`src/rtl/load_store_unit_pkg.sv`:
```
//------------------------------------------------------------------------------
// Module   : load_store_unit_pkg
// Brief    : Shared widths, memory-op codes, LSU state encoding and op helpers.
// Revision : 1.0 - initial release
//------------------------------------------------------------------------------
`default_nettype none

package load_store_unit_pkg;

  localparam int DATALENGTH = 32;
  localparam logic [DATALENGTH-1:0] ZEROWORD = '0;

  localparam int MEMOP_SIZE = 4;
  localparam logic [MEMOP_SIZE-1:0] MEMOP_NONE = 4'd0;
  localparam logic [MEMOP_SIZE-1:0] MEMOP_LB   = 4'd1;
  localparam logic [MEMOP_SIZE-1:0] MEMOP_LBU  = 4'd2;
  localparam logic [MEMOP_SIZE-1:0] MEMOP_LH   = 4'd3;
  localparam logic [MEMOP_SIZE-1:0] MEMOP_LHU  = 4'd4;
  localparam logic [MEMOP_SIZE-1:0] MEMOP_LW   = 4'd5;
  localparam logic [MEMOP_SIZE-1:0] MEMOP_SB   = 4'd6;
  localparam logic [MEMOP_SIZE-1:0] MEMOP_SH   = 4'd7;
  localparam logic [MEMOP_SIZE-1:0] MEMOP_SW   = 4'd8;

  typedef enum logic [1:0] {
    S_IDLE = 2'd0,
    S_REQ  = 2'd1,
    S_WAIT = 2'd2,
    S_DONE = 2'd3
  } lsu_state_e;

  function automatic logic op_is_load(input logic [MEMOP_SIZE-1:0] op);
    return (op == MEMOP_LB) || (op == MEMOP_LBU) || (op == MEMOP_LH) ||
           (op == MEMOP_LHU) || (op == MEMOP_LW);
  endfunction

  function automatic logic op_is_store(input logic [MEMOP_SIZE-1:0] op);
    return (op == MEMOP_SB) || (op == MEMOP_SH) || (op == MEMOP_SW);
  endfunction

  function automatic logic op_misaligned(input logic [MEMOP_SIZE-1:0] op,
                                         input logic [1:0]            a);
    logic r;
    r = 1'b0;
    case (op)
      MEMOP_LH, MEMOP_LHU, MEMOP_SH: r = a[0];
      MEMOP_LW, MEMOP_SW:            r = (a != 2'b00);
      default:                       r = 1'b0;
    endcase
    return r;
  endfunction

endpackage

`default_nettype wire

```
`src/rtl/load_store_unit_lane.sv`:
```
//------------------------------------------------------------------------------
// Module   : lsu_lane
// Brief    : Byte-enable generation, store-data replication, load extract/extend.
// Revision : 1.0 - initial release
//------------------------------------------------------------------------------
`default_nettype none

module lsu_lane
  import load_store_unit_pkg::*;
(
  input  logic [MEMOP_SIZE-1:0] op_i,
  input  logic [1:0]            addr_lo_i,
  input  logic [DATALENGTH-1:0] store_data_i,
  input  logic [DATALENGTH-1:0] rdata_i,
  output logic [3:0]            be_o,
  output logic [DATALENGTH-1:0] wdata_o,
  output logic [DATALENGTH-1:0] load_data_o
);

  logic [7:0]  w_byte;
  logic [15:0] w_half;

  always_comb begin
    be_o    = 4'b1111;
    wdata_o = store_data_i;
    case (op_i)
      MEMOP_SB: begin
        be_o    = 4'b0001 << addr_lo_i;
        wdata_o = {4{store_data_i[7:0]}};
      end
      MEMOP_SH: begin
        be_o    = addr_lo_i[1] ? 4'b1100 : 4'b0011;
        wdata_o = {2{store_data_i[15:0]}};
      end
      default: ;
    endcase
  end

  // Halfword selection only looks at address bit 1; bit 0 is dropped.
  always_comb begin
    w_byte = rdata_i[7:0];
    case (addr_lo_i)
      2'd0:    w_byte = rdata_i[7:0];
      2'd1:    w_byte = rdata_i[15:8];
      2'd2:    w_byte = rdata_i[23:16];
      default: w_byte = rdata_i[31:24];
    endcase
    w_half = addr_lo_i[1] ? rdata_i[31:16] : rdata_i[15:0];
  end

  always_comb begin
    load_data_o = rdata_i;
    case (op_i)
      MEMOP_LB:  load_data_o = {{24{w_byte[7]}}, w_byte};
      MEMOP_LBU: load_data_o = {24'd0, w_byte};
      MEMOP_LH:  load_data_o = {{16{w_half[15]}}, w_half};
      MEMOP_LHU: load_data_o = {16'd0, w_half};
      default:   load_data_o = rdata_i;
    endcase
  end

endmodule

`default_nettype wire

```
`src/rtl/load_store_unit.sv`:
```
//------------------------------------------------------------------------------
// Module   : load_store_unit
// Brief    : Multi-cycle load/store unit driving a req/grant data-memory bus.
//            Optional misaligned-access exception: LSU_MISALIGN_EXC_EN.
// Revision : 1.0 - initial release
//------------------------------------------------------------------------------
`default_nettype none

module load_store_unit
  import load_store_unit_pkg::*;
#(
  parameter int unsigned TIMEOUT = 64
) (
  input  logic                  clk,
  input  logic                  rstn,
  input  logic [MEMOP_SIZE-1:0] memOp,
  input  logic                  memStart,
  input  logic [DATALENGTH-1:0] aluOut,
  input  logic [DATALENGTH-1:0] storeData,
  output logic                  stall,
  output logic [DATALENGTH-1:0] loadData,
  output logic                  loadValid,
  output logic                  busReq,
  output logic                  busWe,
  output logic [DATALENGTH-1:0] busAddr,
  output logic [3:0]            busBe,
  output logic [DATALENGTH-1:0] busWdata,
  input  logic                  busGnt,
  input  logic                  busRvalid,
  input  logic [DATALENGTH-1:0] busRdata,
  output logic                  busErr,
  output logic                  misalign
);

  localparam int CNT_W = (TIMEOUT < 2) ? 1 : $clog2(TIMEOUT);

  lsu_state_e            state_q, state_d;
  logic [MEMOP_SIZE-1:0] op_q, op_d;
  logic [DATALENGTH-1:0] addr_q, addr_d;
  logic [DATALENGTH-1:0] sdata_q, sdata_d;
  logic [CNT_W-1:0]      cnt_q, cnt_d;
  logic [DATALENGTH-1:0] load_data_q, load_data_d;
  logic                  load_valid_q, load_valid_d;
  logic                  bus_err_q, bus_err_d;
`ifdef LSU_MISALIGN_EXC_EN
  logic                  misalign_q, misalign_d;
`endif

  logic                  w_start;
  logic                  w_in_req;
  logic [31:0]           w_cnt_inc;
  logic                  w_timeout;
  logic [3:0]            w_be;
  logic [DATALENGTH-1:0] w_wdata;
  logic [DATALENGTH-1:0] w_ldata;

  lsu_lane u_lane (
    .op_i         (op_q),
    .addr_lo_i    (addr_q[1:0]),
    .store_data_i (sdata_q),
    .rdata_i      (busRdata),
    .be_o         (w_be),
    .wdata_o      (w_wdata),
    .load_data_o  (w_ldata)
  );

  assign w_start   = memStart && (op_is_load(memOp) || op_is_store(memOp));
  assign w_in_req  = (state_q == S_REQ);
  assign w_cnt_inc = 32'(cnt_q) + 32'd1;
  // Abort is decided one cycle ahead so DONE lands on cycle TIMEOUT.
  assign w_timeout = (TIMEOUT != 0) && (w_cnt_inc >= (TIMEOUT - 32'd1));

  always_comb begin
    state_d      = state_q;
    op_d         = op_q;
    addr_d       = addr_q;
    sdata_d      = sdata_q;
    cnt_d        = cnt_q;
    load_data_d  = load_data_q;
    load_valid_d = 1'b0;
    bus_err_d    = 1'b0;
`ifdef LSU_MISALIGN_EXC_EN
    misalign_d   = 1'b0;
`endif
    case (state_q)
      S_IDLE: begin
        if (w_start) begin
          op_d    = memOp;
          addr_d  = aluOut;
          sdata_d = storeData;
          cnt_d   = '0;
          state_d = S_REQ;
`ifdef LSU_MISALIGN_EXC_EN
          if (op_misaligned(memOp, aluOut[1:0])) begin
            state_d    = S_DONE;
            misalign_d = 1'b1;
          end
`endif
        end
      end
      S_REQ: begin
        if (TIMEOUT != 0) cnt_d = CNT_W'(w_cnt_inc);
        if (busGnt && op_is_store(op_q)) begin
          state_d = S_DONE;
        end else if (busGnt && busRvalid) begin
          state_d      = S_DONE;
          load_data_d  = w_ldata;
          load_valid_d = 1'b1;
        end else if (w_timeout) begin
          state_d     = S_DONE;
          bus_err_d   = 1'b1;
          load_data_d = ZEROWORD;
        end else if (busGnt) begin
          state_d = S_WAIT;
        end
      end
      S_WAIT: begin
        if (TIMEOUT != 0) cnt_d = CNT_W'(w_cnt_inc);
        if (busRvalid) begin
          state_d      = S_DONE;
          load_data_d  = w_ldata;
          load_valid_d = 1'b1;
        end else if (w_timeout) begin
          state_d     = S_DONE;
          bus_err_d   = 1'b1;
          load_data_d = ZEROWORD;
        end
      end
      S_DONE: state_d = S_IDLE;
      default: state_d = S_IDLE;
    endcase
  end

  always_ff @(posedge clk or negedge rstn) begin
    if (!rstn) begin
      state_q      <= S_IDLE;
      op_q         <= MEMOP_NONE;
      addr_q       <= ZEROWORD;
      sdata_q      <= ZEROWORD;
      cnt_q        <= '0;
      load_data_q  <= ZEROWORD;
      load_valid_q <= 1'b0;
      bus_err_q    <= 1'b0;
`ifdef LSU_MISALIGN_EXC_EN
      misalign_q   <= 1'b0;
`endif
    end else begin
      state_q      <= state_d;
      op_q         <= op_d;
      addr_q       <= addr_d;
      sdata_q      <= sdata_d;
      cnt_q        <= cnt_d;
      load_data_q  <= load_data_d;
      load_valid_q <= load_valid_d;
      bus_err_q    <= bus_err_d;
`ifdef LSU_MISALIGN_EXC_EN
      misalign_q   <= misalign_d;
`endif
    end
  end

  assign stall     = ((state_q == S_IDLE) && w_start) || (state_q == S_REQ) ||
                     (state_q == S_WAIT);
  assign loadData  = load_data_q;
  assign loadValid = load_valid_q;
  assign busErr    = bus_err_q;
  // Bus fields are only driven while a request is outstanding.
  assign busReq    = w_in_req;
  assign busWe     = w_in_req && op_is_store(op_q);
  assign busAddr   = w_in_req ? {addr_q[DATALENGTH-1:2], 2'b00} : ZEROWORD;
  assign busBe     = w_in_req ? w_be : 4'b0000;
  assign busWdata  = w_in_req ? w_wdata : ZEROWORD;
`ifdef LSU_MISALIGN_EXC_EN
  assign misalign  = misalign_q;
`else
  assign misalign  = 1'b0;
`endif

endmodule

`default_nettype wire

```
`config.mk`:
```
export PLATFORM = sky130hd
export DESIGN_NAME = load_store_unit
export DESIGN_NICKNAME = d
export VERILOG_FILES = /design/src/rtl/load_store_unit_pkg.sv /design/src/rtl/load_store_unit_lane.sv /design/src/rtl/load_store_unit.sv
export SDC_FILE = /design/constraint.sdc
export NUM_CORES = 1
export LEC_CHECK = 0
export ABC_AREA = 1
export BUFFER_PORTS_ARGS = -buffer_cell sky130_fd_sc_hd__buf_2
export CORE_UTILIZATION = 51
export DETAILED_ROUTE_END_ITERATION = 10
export PLACE_DENSITY = 0.93
export REMOVE_ABC_BUFFERS = 1
export SYNTH_ARGS = -nofsm -noshare
export SYNTH_HDL_FRONTEND = slang
export SYNTH_SLANG_ARGS = --single-unit
export TNS_END_PERCENT = 100
```
`constraint.sdc`:
```
create_clock -name clk -period 2.39 [get_ports clk]
set_input_delay 0.478 -clock clk [delete_from_list [all_inputs] [get_ports clk]]
set_output_delay 0.478 -clock clk [all_outputs]
set_load 0.01 [all_outputs]
```
Yosys cells after proc, flatten, opt, wreduce, memory -nomap -nowiden
Cells that the tools add are included.

Register bits after elaboration: 110. Output and inout bits: 106. Logic and storage cells: 93. Input port bits: 105.

Order comparisons: 1. $add $sub $neg: 1. Muxes and demuxes: 33. Shifts and indexed selects: 1. Eq/ne operators: 24. Reductions and logical operators: 25.

Operators with widths (number): 32-bit 2-to-1 mux (6); 32-bit case mux with 2 select lines (2); 32-bit case mux with 4 select lines (1); 4-bit by 3-bit == test with 1-bit output, second input constant (7); 8-bit case mux with 3 select lines (1); 4-bit by 2-bit == test with 1-bit output, second input constant (4); 16-bit 2-to-1 mux (1); 2-bit 2-to-1 mux (7); 6-bit case mux with 2 select lines (1); 1-bit logical OR (11); 4-bit by 1-bit == test with 1-bit output, second input constant (2); 4-bit == test, second input constant (2); 4-bit 2-to-1 mux (2); 2-bit case mux with 4 select lines (1); 4-bit case mux with 2 select lines (1); 6-bit by 1-bit adder with 7-bit output, second input constant (1); 7-bit by 6-bit greater-or-equal comparator with 1-bit output, second input constant (1); 1-bit 2-to-1 mux (7); 2-bit == test, second input constant (3); 6-bit 2-to-1 mux (1); 2-bit AND reduction (3); 1-bit logical AND (5); 5-bit by 2-bit != test with 1-bit output, second input constant (1); 2-bit by 1-bit == test with 1-bit output, second input constant (2); other kinds (8) (12).

Logic depth before layout (Yosys ltp)
Depth in word-level cells: 10. Gate-level depth with buffers: 13. Depth with buffers taken out: 13.

Hierarchy
Synthesis repeated with hierarchy kept, for this count alone.

Cells, all modules: 982. Area total of the unflattened synthesis: 6601.3 µm².

By module, submodules not included: load_store_unit (sequential area each 2752.6 µm², area an instance 5235.0 µm², times used 1, cells an instance 680); lsu_lane (sequential area each 0.0 µm², area an instance 1366.3 µm², times used 1, cells an instance 302).

Worst setup path after synthesis
Ideal clock, no wire load.

Path type: input to output. Start: in memOp[1]. End: out stall. Setup slack: 0.423 ns. Buffers on the path: 2. Stages on the path: 9. Required time: 1.912 ns. Data arrival time: 1.489 ns. Cell sequence: nor2_1 nand2_1 a21oi_1 o21ai_1 inv_1 nand2_1 buf_2 buf_4 nand3_1.

Longest elaborated chain between the ends: 10. Elaborated cells between the ends (all ways): 19. Those cells by class: eq/ne (8); reduce/logical (11).

Ends and longest elaborated chain: start: declaration (RTL line load_store_unit.sv:16) `input logic [MEMOP_SIZE-1:0] memOp,`; 4-bit by 1-bit == test with 1-bit output or 4-bit by 2-bit == test with 1-bit output (tied branches) (RTL line load_store_unit_pkg.sv:32) `return (op == MEMOP_LB) || (op == MEMOP_LBU) || (op == MEMOP_LH) ||`; 1-bit logical OR (3 in a row) (RTL line load_store_unit_pkg.sv:32); 1-bit logical OR (RTL line load_store_unit_pkg.sv:33) `(op == MEMOP_LHU) || (op == MEMOP_LW);`; 1-bit logical OR * (RTL line load_store_unit.sv:67) `assign w_start = memStart && (op_is_load(memOp) || op_is_store(memOp));`; 1-bit logical AND * (RTL line load_store_unit.sv:67); 1-bit logical AND * (RTL line load_store_unit.sv:162) `assign stall = ((state_q == S_IDLE) && w_start) || (state_q == S_REQ) ||`; 1-bit logical OR * (2 in a row) (RTL line load_store_unit.sv:162); end: declaration (RTL line load_store_unit.sv:20) `output logic stall,`.

Mark *: on every way between the ends. The rest lies on a longest branch, timed or not.

Worst setup path in the final report
Start: reg addr_q[0]. End: out busBe[0].

Longest elaborated chain between the ends: 3.

Ends and longest elaborated chain: start: declaration (RTL line load_store_unit.sv:39) `logic [DATALENGTH-1:0] addr_q, addr_d;`; start signal: assignment (RTL line load_store_unit.sv:150) `addr_q <= addr_d;`; 1-bit by 2-bit left shift with 4-bit output (RTL line load_store_unit_lane.sv:28) `be_o = 4'b0001 << addr_lo_i;`; 4-bit case mux with 2 select lines (RTL line load_store_unit_lane.sv:26) `case (op_i)`; 4-bit 2-to-1 mux (RTL line load_store_unit.sv:171) `assign busBe = w_in_req ? w_be : 4'b0000;`; end: declaration (RTL line load_store_unit.sv:26) `output logic [3:0] busBe,`.

No other way between the ends.

==> summary.txt <==
Run status
  • Status: completed

STA
  • Final min period: 2.34 ns
  • Setup Skew: 0.00851 ns
  • Final Hold Violating Endpoints: 0
  • Fmax: 427 MHz
  • Slew at the pin with the worst max-slew slack: 0.519 ns
  • Unrepaired setup endpoints after global routing: no
  • Headroom to the max-slew limit: 0.654
  • Final setup violation count: 0
  • Post-route fraction of the period consumed by the critical path: 0.980
  • Pins over their slew limit: 0

CTS
  • Buffer levels on the longest clock path: 2
  • Number of buffers created by CTS: 9
  • Clock latency on the worst-skew pair: 0.35 ns
  • H-Tree Depth: 3
  • Clock slew at the register clock pins of the worst setup and hold paths: 0.07 ns
  • CTS tree: done
  • Clock Tree Root: clkbuf_16
  • Clk sink count: 110

Power and ir drop
  • Total power of the final layout: 0.0103 W
  • Worst supply voltage drop on vdd: 0.667 mV
  • Pwr Density: 1360 nW/um^2
  • Leak pwr: 4.45 nW

Yosys
  • Portion of the post-synthesis area used by sequential elements: 0.459
  • Synthesized flop and latch total: 110
  • Number of enable-type register cells in the synthesized netlist: 0
  • Syn avg cell area: 7.43 um^2
  • Warnings, synthesis: 0
  • Main flop type after synthesis: dfrtp_1
  • Share of flip-flops with an asynchronous set or reset after synthesis: 1.00
  • Dominant cells by area after synthesis: dfrtp_1 (46%), nand2_1 (15%), a21oi_1 (6.6%)
  • Count of distinct cell types in the synthesized netlist: 31
  • Area leader, netlist: dfrtp_1
  • Post-synthesis cell count: 808
  • Synth top area share: 0.459
  • Area of the mapped netlist: 6000 um^2

Detailed routing
  • Iter 0 DRT Violations: 480
  • Post-DR wirelength/cell: 14.5 um
  • Antenna violation net count after detailed routing: 0
  • Total length of routed wires: 16.7 mm
  • Via-to-Cell Ratio: 5.34
  • Post-route DRC violation count: 0
  • Number of iterations in the first detailed-routing pass: 5
  • Routed via count: 6156

Critical path
  • Critical path capture point type: output port
  • Worst EP arrival: 1.86 ns
  • Worst EP required: 1.91 ns
  • Nature of the critical path startpoint: register
  • Setup CP Type: register to output port
  • Worst-path fanout max: 10

Layout
  • Final core utilization: 0.658
  • Commonest non-fill, non-tap cells in the layout: nand2_1 (242), buf_2 (206), dfrtp_1 (109)
  • Layout Area Growth over Synthesis: 25.7%
  • Filler cell count: 911
  • Area used by multi-input combinational logic: 2660 um^2
  • Storage cell area: 2750 um^2
  • Most common library cell in the layout ignoring fill and taps: nand2_1
  • Final nets: 1115
  • Proportion of layout cells with a drive suffix above 1: 0.270

Placed design
  • Placer's final routability congestion estimate: 0.913
  • Input/output buffers: 207
  • Total half-perimeter wirelength after legalization and detailed placement: 11.9 mm

Floorplanning
  • Die Ht: 110 um
  • Overall die width: 110 um
  • Number of primary I/O pins: 211
  • Number of standard-cell rows in the floorplan: 39
  • Starting density of the core: 0.524
  • Die Footprint: 12200 um^2
  • Core footprint: 11500 um^2

GRT
  • First-pass GRT wire length: 27.6 mm
  • Aggregate global routing overflow: 0
  • Most crowded layer after global routing: met2
  • GRT Util Overall: 0.278
  • Met3 Track Usage GR: 0.0653
  • Met2 layer usage reported by global route: 0.467
  • Vias in the first global route: 5784
  • Number of antenna violations at the first check in global routing: 1
  • Global-route track usage on met1: 0.350
  • Pin count of the biggest net entering global routing: 62

Job
  • Count of max-cap constraint violations: 0

Min path
  • Worst hold-check path type: primary input to async pin
==> final cells by class <==
type	count	share of cell area
clock inverters	6	0.0121
flip-flops and latches	110	0.365
diodes	1	0.000332
multi-input cells	554	0.353
well taps	143	0.0237
clock buffers	10	0.0317
repair buffers	229	0.164
inverters	100	0.0504
==> cell usage after synthesis (3+ instances only) <==
library cell / n
nand2_1: 243
inv_2: 4
nand3_1: 69
buf_6: 6
o21ai_1: 21
nor2_1: 42
o22ai_1: 6
inv_1: 95
dfrtp_1: 110
nor2_2: 3
a21oi_1: 79
nand2_4: 3
buf_2: 10
buf_4: 7
ha_1: 6
clkbuf_1: 23
nand2_2: 5
o211ai_1: 22
o21ai_0: 39
==> timing repair <==
item	CTS	global route
buffers inserted	0	4
endpoints found under the setup margin	17	21
resized for setup	2	7
hold buffers	0	0
pin swaps	0	0
gates cloned	0	0
==> final timing paths <==
check                                   startpoint                        to  slack (ns)  cells after the start
max                          addr_q[0]$_DFFE_PN0P_                  busBe[0]        0.05                      4
min                                           rstn    sdata_q[0]$_DFFE_PN0P_        0.11                      1
max reg2reg                   cnt_q[0]$_DFFE_PN0P_  loadData[16]$_DFFE_PN0P_        0.38                     11
min reg2reg                loadData[0]$_DFFE_PN0P_   loadData[0]$_DFFE_PN0P_        0.47                      2
max in group asynchronous                     rstn     addr_q[1]$_DFFE_PN0P_        1.66                      2
min in group clk                        aluOut[23]    addr_q[23]$_DFFE_PN0P_        0.36                      3
==> worst max-delay path, cell delays in order (launching register included) <==
cell     delay, ns
dfrtp_1       0.54
nor2_4        0.23
inv_1         0.20
a21oi_1       0.34
buf_2         0.20
==> where the power goes <==
| part | leakage [nW] | total [W] | switching, W | internal [W] |
|---|---|---|---|---|
| Combinational | 2.96 | 0.00531 | 0.00338 | 0.00193 |
| Clock | 0.163 | 0.00166 | 0.000704 | 0.000956 |
| Sequential | 1.33 | 0.00328 | 0.000577 | 0.00270 |
==> per-layer routing <==
metal  vias to the layer above  wire, um
li1                       2986         -
met1                      2841      6810
met2                       306      8050
met3                        23      1560
met4                         0       275
met5                         -         0
==> registers in the layout, summed over array words and instances (netlist names) <==
| signal | count |
|---|---|
| op_q | 4 |
| cnt_q | 6 |
| state_q | 2 |
| sdata_q | 32 |
| loadData | 32 |
| addr_q | 32 |
| busErr | 1 |
| loadValid | 1 |
==> stage by stage <==
| step | setup WS, ns | std cells | TNS (ns) | hold slack [ns] | area, um^2 |
|---|---|---|---|---|---|
| 4_1_cts | 0.0482 | 1148 | 0 | 0.123 | 7490 |
| 3_3_place_gp | 0.354 | 1132 | 0 | 0.448 | 7140 |
| 3_5_place_dp | 0.325 | 1132 | 0 | 0.455 | 7140 |
| 6_report | 0.0481 | 1153 | 0 | 0.107 | 7540 |
| 2_1_floorplan | -1.38 | 764 | -81.71 | 0.182 | 5750 |
| 5_1_grt | 0.0270 | 1153 | 0 | 0.141 | 7540 |
==> cell families (layout without fill, tap and decap cells) <==
family                     count (synthesis)  count (layout)  share of synthesized area
AOI/OAI and AO/OA                        174             174                      0.163
and+or+nand+nor                          371             371                      0.259
buffers and inverters                    146             345                      0.106
DFF                                      110             110                      0.459
other                                      1               4                   0.000625
adders and majority gates                  6               6                     0.0125
No activity file was read; power rests on OpenSTA's default activity.
